===== src/rtl/maze_pkg.sv =====
`default_nettype none
// ============================================================================
// Module   : maze_pkg
// Purpose  : Shared types and constants for the maze path checker: move
//            direction encoding, maze geometry defaults and the helper that
//            maps a direction to its exact opposite.
// Ports    : none (package)
// Revision : 1.0 - initial release
// ============================================================================
package maze_pkg;

  localparam int MAZE_DIM  = 17;  // last interior row/col index
  localparam int START_POS = 1;   // start row and start col
  localparam int GOAL_POS  = 17;  // goal row and goal col

  typedef enum logic [1:0] {
    DIR_E = 2'd0,  // +col
    DIR_S = 2'd1,  // +row
    DIR_W = 2'd2,  // -col
    DIR_N = 2'd3   // -row
  } dir_t;

  // Opposite directions differ only in the upper encoding bit.
  function automatic dir_t opposite_dir(input dir_t d);
    return dir_t'(d ^ 2'b10);
  endfunction

endpackage
`default_nettype wire


===== src/rtl/maze_rle_packer.sv =====
`default_nettype none
// ============================================================================
// Module   : maze_rle_packer
// Purpose  : Run-length packer for the accepted move stream. Emits one
//            (dir, len) record whenever the direction changes, when a run
//            reaches MAX_RUN, and for the final run at end of stream.
// Ports    : clk, rst_n      - clock, async active-low reset
//            move_valid      - a move is accepted this cycle
//            move_first      - the accepted move opens a new stream
//            move_dir        - direction of the accepted move
//            stream_end      - stream closed this cycle (no move)
//            rle_valid       - 1-cycle record strobe
//            rle_dir/rle_len - record contents, held between strobes
// Revision : 1.0 - initial release
// ============================================================================
module maze_rle_packer #(
  parameter int MAX_RUN = 16
) (
  input  logic       clk,
  input  logic       rst_n,
  input  logic       move_valid,
  input  logic       move_first,
  input  logic [1:0] move_dir,
  input  logic       stream_end,
  output logic       rle_valid,
  output logic [1:0] rle_dir,
  output logic [4:0] rle_len
);
  import maze_pkg::*;

  localparam logic [4:0] C_MAX_RUN = 5'(MAX_RUN);

  dir_t       run_dir;
  logic [4:0] run_len;
  dir_t       dir_in;

  assign dir_in = dir_t'(move_dir);

  always_ff @(posedge clk or negedge rst_n) begin
    if (!rst_n) begin
      run_dir   <= DIR_E;
      run_len   <= 5'd0;
      rle_valid <= 1'b0;
      rle_dir   <= 2'd0;
      rle_len   <= 5'd0;
    end else begin
      rle_valid <= 1'b0;
      if (move_valid) begin
        if (move_first) begin
          run_dir <= dir_in;
          run_len <= 5'd1;
        end else if (dir_in != run_dir || run_len == C_MAX_RUN) begin
          // Close the current run; a full-length run is split so that the
          // reported length never leaves 1..MAX_RUN.
          rle_valid <= 1'b1;
          rle_dir   <= run_dir;
          rle_len   <= run_len;
          run_dir   <= dir_in;
          run_len   <= 5'd1;
        end else begin
          run_len <= run_len + 5'd1;
        end
      end else if (stream_end) begin
        rle_valid <= 1'b1;
        rle_dir   <= run_dir;
        rle_len   <= run_len;
      end
    end
  end

endmodule
`default_nettype wire


===== config.mk =====
export PLATFORM = sky130hd
export DESIGN_NAME = maze_rle_packer
export DESIGN_NICKNAME = d
export VERILOG_FILES = /design/src/rtl/maze_pkg.sv /design/src/rtl/maze_rle_packer.sv
export SDC_FILE = /design/constraint.sdc
export NUM_CORES = 1
export LEC_CHECK = 0
export BUFFER_PORTS_ARGS = -buffer_cell sky130_fd_sc_hd__buf_4
export CAP_MARGIN = 20
export CORE_ASPECT_RATIO = 1.4
export CORE_MARGIN = 2
export CORE_UTILIZATION = 30
export DETAILED_ROUTE_END_ITERATION = 12
export GPL_ROUTABILITY_DRIVEN = 0
export PLACE_DENSITY = 0.56
export RECOVER_POWER = 100
export REMOVE_ABC_BUFFERS = 1
export SLEW_MARGIN = 0
export SYNTH_ARGS = -nofsm -noshare
export SYNTH_HDL_FRONTEND = slang
export SYNTH_SLANG_ARGS = --single-unit

===== constraint.sdc =====
create_clock -name clk -period 1.6 [get_ports clk]
set_input_delay 0.48 -clock clk [delete_from_list [all_inputs] [get_ports clk]]
set_output_delay 0.48 -clock clk [all_outputs]
set_load 0.05 [all_outputs]

==> impl_metrics.toml, run 1 <==
[clock_tree]
clk_path_buf_depth = 2
cts_made_buffers = 3
clkLatencyLatePin_ns = 0.28
h-tree-depth = 1
path_clk_slew_ns = 0.10
holdBufCountCts = 0
clkSinkCount = 15
root_buffer = "clkbuf_4"
tritoncts = "built"

[sta]
slew_violations = 0
clock.fmax_ghz = 0.672
tightest_slew_ns = 0.814
fin_skew_ns = 0.0124
period_needed_ns = 1.49
tns_ns = 0
slew_headroom = 0.457
rsz0062_at_grt = "no"
fin_crit_sh = 0.930
hold_viol = 0
whs_ns = 0.256
setup_viol = 0

[floorplan]
die_w_um = 46.6
die_height_um = 63.7
rows = 21
io_pins = 15
start_util = 0.316
core-area_sq_um = 2420
die_area_sq_um = 2970

[worst_setup_path]
crit_start = "run_len[1]$_DFFE_PN0P_"
cp.required_ns = 1.77
crit_path_end_kind = "register"
worstPathMaxFanout = 5
critical_path_class = "register to register"
rr_startpoint = "run_len[1]$_DFFE_PN0P_"
cp-start-kind = "register"
crit_arrival_ns = 1.66

[synthesis]
synth_most_common_cell = "dfrtp_1"
yosysWarnings = 0
synth_cells = 62
synth.ff_latch_count = 15
syn_avg_cell_area_sq_um = 12.3
synth_edf_count = 0
syn_area_sq_um = 763
yosysTopAreaCell = "dfrtp_1"
yosysSeqAreaShare = 0.492
ys_top_cells_by_count = "15 x dfrtp_1, 6 x mux2_4, 4 x nor2_1"
synthFlopType = "dfrtp_1"
synthTopCellsByArea = "dfrtp_1 49%, mux2_4 12%, ha_1 3.3%"
ys_async_sr_fraction = 1.00
synth_top_cell_area_share = 0.492
synth.distinct_cells = 28

[grt]
grt_pass1_wl_um = 2300
grt_max_degree = 16
grt_usage = 0.106
globalRouteOverflowTotal = 0
grt_antenna_before_repair = 0
grt_pass1_vias = 525

[route]
wl_met3_um = 36
num_vias = 560
wl_met2_um = 768
drtIter0Drc = 7
routed.top_layer = "met3"
vias_per_cell = 4.48
drt_wl_total_um = 1400
drc = 0
ant_nets = 0
wl_per_cell_um = 11.2
m1WireLength_um = 594
first_pass_iters = 3

[job]
maxCapViolations = 0

[cells_and_area]
fin_nets = 101
diodes = 0
syn2layout_area_growth_pct = 35.9
drive_gt1_frac = 0.462

[outcome]
status = "completed"

[hold_path]
min_path_type = "input port to asynchronous set/reset pin"

[power]
leakagePower_nw = 0.496
p_per_area_nw_per_um2 = 903
ir_drop_uv = 496

[placed_design]
place_hpwl_um = 1130
portBuffers = 14
[report_power, final]
group / internal [mW] / total [mW] / leakage [nW] / switching (mW)
logic: 0.123 / 0.293 / 0.291 / 0.170
clock network: 0.0925 / 0.210 / 0.0177 / 0.117
registers: 0.411 / 0.434 / 0.187 / 0.0223
total: 0.627 / 0.937 / 0.496 / 0.309
[layer usage]
| layer | GRT usage | vias up |
|---|---|---|
| met5 | 0 | - |
| met4 | 0.0208 | 0 |
| met3 | 0.0258 | 0 |
| met2 | 0.170 | 9 |
| met1 | 0.143 | 271 |
| li1 | - | 280 |
[cells by family (layout without fill, tap and decap cells)]
group,after synthesis,after routing,synth area share
and+or+nand+nor,20,20,0.167
DFF,15,15,0.492
AOI/OAI and AO/OA,9,9,0.0853
muxes,8,8,0.148
xor gates and xnor gates,4,4,0.0557
buffers and inverters,4,33,0.0197
adders and majority gates,2,2,0.0328
[cell usage in the layout (no fill, tap or decap)]
cell type / n
a21o_1: 1
o22ai_1: 1
clkbuf_1: 1
nand2_1: 3
nand4b_1: 1
a31oi_1: 1
nand3_2: 1
nand3b_1: 2
clkinv_2: 1
o21ai_1: 1
ha_1: 1
clkbuf_2: 8
nor3b_1: 1
nand4bb_4: 1
nand4_1: 2
and3b_1: 1
nor2b_1: 2
nor3_1: 1
buf_4: 15
a21oi_1: 3
buf_12: 1
mux2_4: 6
xor2_1: 2
nand3_1: 1
dfrtp_1: 15
a21oi_4: 1
a221oi_1: 1
ha_4: 1
nor2_1: 4
clkbuf_4: 4
inv_1: 3
xnor2_1: 1
xnor2_2: 1
mux2_2: 2
[worst paths after layout]
path,to,slack [ns],cells past startpoint
setup / recovery,run_len[2]$_DFFE_PN0P_,0.11,7
hold / removal,run_dir[1]$_DFFE_PN0P_,0.26,1
setup reg to reg,run_len[2]$_DFFE_PN0P_,0.11,7
hold reg to reg,rle_dir[1]$_DFFE_PN0P_,0.52,1
max in group asynchronous,run_dir[0]$_DFFE_PN0P_,0.83,1
min in group clk,run_dir[1]$_DFFE_PN0P_,0.45,2
[area by class of cell]
type | count | area (sq um)
clock buffer | 3 | 22.5
clock inverter | 1 | 5.00
fill | 252 | 1380
inverter | 3 | 11.3
multi-input combinational | 43 | 397
sequential | 15 | 375
tap | 34 | 42.5
timing repair buffer | 26 | 184
[repair_timing]
item                                    CTS  global route
endpoints found under the setup margin    0             7
resized for setup                         0             3
buffers inserted                          0             2
[per-stage QoR]
step           utilization  std cells  power [mW]  instance area [sq um]  setup WS [ns]
2_1_floorplan            -         61       0.622                    759        0.00842
3_3_place_gp         0.411        119       0.734                    995        -0.0952
3_5_place_dp         0.411        119       0.738                    995         -0.123
4_1_cts              0.423        123       0.950                   1020         0.0362
5_1_grt              0.429        125       0.998                   1040         0.0185
6_report             0.429        125       0.937                   1040          0.112
[state kept, by name, summed over array words and instances (netlist names)]
register   cells
run_dir        2
run_len        5
rle_len        5
rle_dir        2
rle_valid      1
[critical path, cell delays in order, from the launching register on]
cell       delay [ns]
dfrtp_1          0.39
inv_1            0.10
ha_4             0.15
nand4bb_4        0.13
buf_4            0.16
nand4b_1         0.19
o21ai_1          0.09
a21o_1           0.17
Note: power is estimated with default switching activity, not from simulation.
==> run 2, diff against run 1 <==
Settings changed: CORE_ASPECT_RATIO 1.4 to unset, MAX_ROUTING_LAYER set to met4.
==> run 2 against run 1 <==
Against the previous run:
- non-clock buffer count down 1
- first-iteration DRC count up 14%
- sequential power about the same
==> impl_metrics.toml, run 2 (same netlist as run 1, synthesis figures left out) <==
[grt]
globalRouteOverflowTotal = 0
grtUsageMet3 = 0.0410
grt_max_degree = 16
grt_usage = 0.114
grt_pass1_wl_um = 2370
grtUsageMet2 = 0.173
met1_usage = 0.152
grt_pass1_vias = 518
grt_busiest_layer = "met2"
grt_antenna_before_repair = 0

[power]
p_sw_mw = 0.308
power_frac_seq = 0.460
combPwrFrac = 0.316
clock_power_share = 0.225
p_int_mw = 0.634
finalPower_mw = 0.942
switching_share = 0.327
ir_drop_uv = 733
p_per_area_nw_per_um2 = 924
leakagePower_nw = 0.491

[clock_tree]
holdBufCountCts = 0
path_clk_slew_ns = 0.09
tritoncts = "built"
root_buffer = "clkbuf_4"
clk_path_buf_depth = 2
clkSinkCount = 15
h-tree-depth = 1
cts_made_buffers = 3
clkLatencyLatePin_ns = 0.28

[sta]
fin_crit_sh = 0.950
tightest_slew_ns = 0.798
fin_skew_ns = 0.00769
period_needed_ns = 1.52
setup_viol = 0
clock.fmax_ghz = 0.658
hold_viol = 0
slew_headroom = 0.468
fin_ws_ns = 0.0807
slew_violations = 0

[floorplan]
start_util = 0.311
io_pins = 15
rows = 18
die_height_um = 54.4
core-area_sq_um = 2450
die_area_sq_um = 2960
die_w_um = 54.4

[route]
num_vias = 559
vias_per_cell = 4.66
drc = 0
drt_wl_total_um = 1410
drtIter0Drc = 8
ant_nets = 0
first_pass_iters = 4
wl_per_cell_um = 11.7

[outcome]
status = "completed"

[cells_and_area]
design_area_sq_um = 1020
mostFrequentLayoutCells = "22 x buf_4, 15 x dfrtp_1, 6 x mux2_4"
syn2layout_area_growth_pct = 33.6
n_fill_cell = 233
final_common_cell = "buf_4"
reg_top3 = "rle_len (5), run_len (5)"
drive_gt1_frac = 0.456
fin_nets = 100
diodes = 0

[worst_setup_path]
crit_path_end_kind = "register"
crit_arrival_ns = 1.69
cp-start-kind = "register"
worstPathMaxFanout = 7
cp.required_ns = 1.78
critical_path_class = "register to register"
r2r_cells = 7

[placed_design]
place_hpwl_um = 1060
place_ws_ns = -0.154
portBuffers = 14
dpl_cell_area_sq_um = 962

[job]
maxCapViolations = 0

[hold_path]
min_path_type = "input port to asynchronous set/reset pin"
-- run 2: cell count changes in the layout (fill, tap and decap cells not counted), sizes merged --
cell | previous run | this run
buf | 16 | 23
clkbuf | 13 | 5
-- run 2: critical path: stages (launching register included) --
cell and delay [ns]:
dfrtp_1 0.37, inv_2 0.04, ha_2 0.16, nand4bb_2 0.10
nand3_2 0.10, a21oi_4 0.19, buf_12 0.14, mux2_4 0.29
-- run 2: worst paths after layout --
path                                        startpoint  slack, ns                endpoint
worst max-delay path            run_len[1]$_DFFE_PN0P_       0.08  rle_len[2]$_DFFE_PN0P_
worst min-delay path                             rst_n       0.25  rle_len[3]$_DFFE_PN0P_
worst max register to register  run_len[1]$_DFFE_PN0P_       0.08  rle_len[2]$_DFFE_PN0P_
worst min register to register  rle_dir[1]$_DFFE_PN0P_       0.52  rle_dir[1]$_DFFE_PN0P_
max in group asynchronous                        rst_n       0.85  rle_dir[0]$_DFFE_PN0P_
min in group clk                           move_dir[1]       0.45  run_dir[1]$_DFFE_PN0P_
-- run 2: layer usage --
| metal | up-vias | part of all wire |
|---|---|---|
| li1 | 279 | - |
| met1 | 265 | 0.50 |
| met2 | 15 | 0.45 |
| met3 | 0 | 0.043 |
| met4 | 0 | 0 |
| met5 | - | 0 |
-- run 2: final cells by class --
| cell class | instances | area (sq um) | area share |
|---|---|---|---|
| multi-input combinational | 43 | 375 | 0.368 |
| sequential | 15 | 375 | 0.368 |
| timing repair buffer | 25 | 193 | 0.189 |
| clock inverter | 1 | 5.00 | 0.00491 |
| inverter | 3 | 11.3 | 0.0110 |
| clock buffer | 3 | 22.5 | 0.0221 |
| tap | 30 | 37.5 | 0.0368 |
-- run 2: metrics by stage --
stage	hold slack, ns	util	TNS (ns)	std cells
floorplan	0.184	-	0	61
global placement	0.345	0.392	-0.808	113
detailed placement	0.346	0.392	-0.908	113
CTS	0.0273	0.403	0	117
global route	0.302	0.415	-0.00646	120
finish	0.250	0.415	0	120
-- run 2: power by group through the flow --
stage,clock network [mW],registers [mW],logic (mW)
3_5_place_dp,0,0.441,0.284
5_1_grt,0.244,0.439,0.320
4_1_cts,0.225,0.434,0.285
6_report,0.212,0.433,0.297
3_3_place_gp,0,0.440,0.282
2_1_floorplan,0,0.520,0.101
-- run 2: repair_timing --
| item | 4_1_cts | 5_1_grt |
|---|---|---|
| pin swaps | 1 | 1 |
| endpoints found under the setup margin | 1 | 7 |
| resized for setup | 0 | 2 |
| buffers inserted | 0 | 3 |
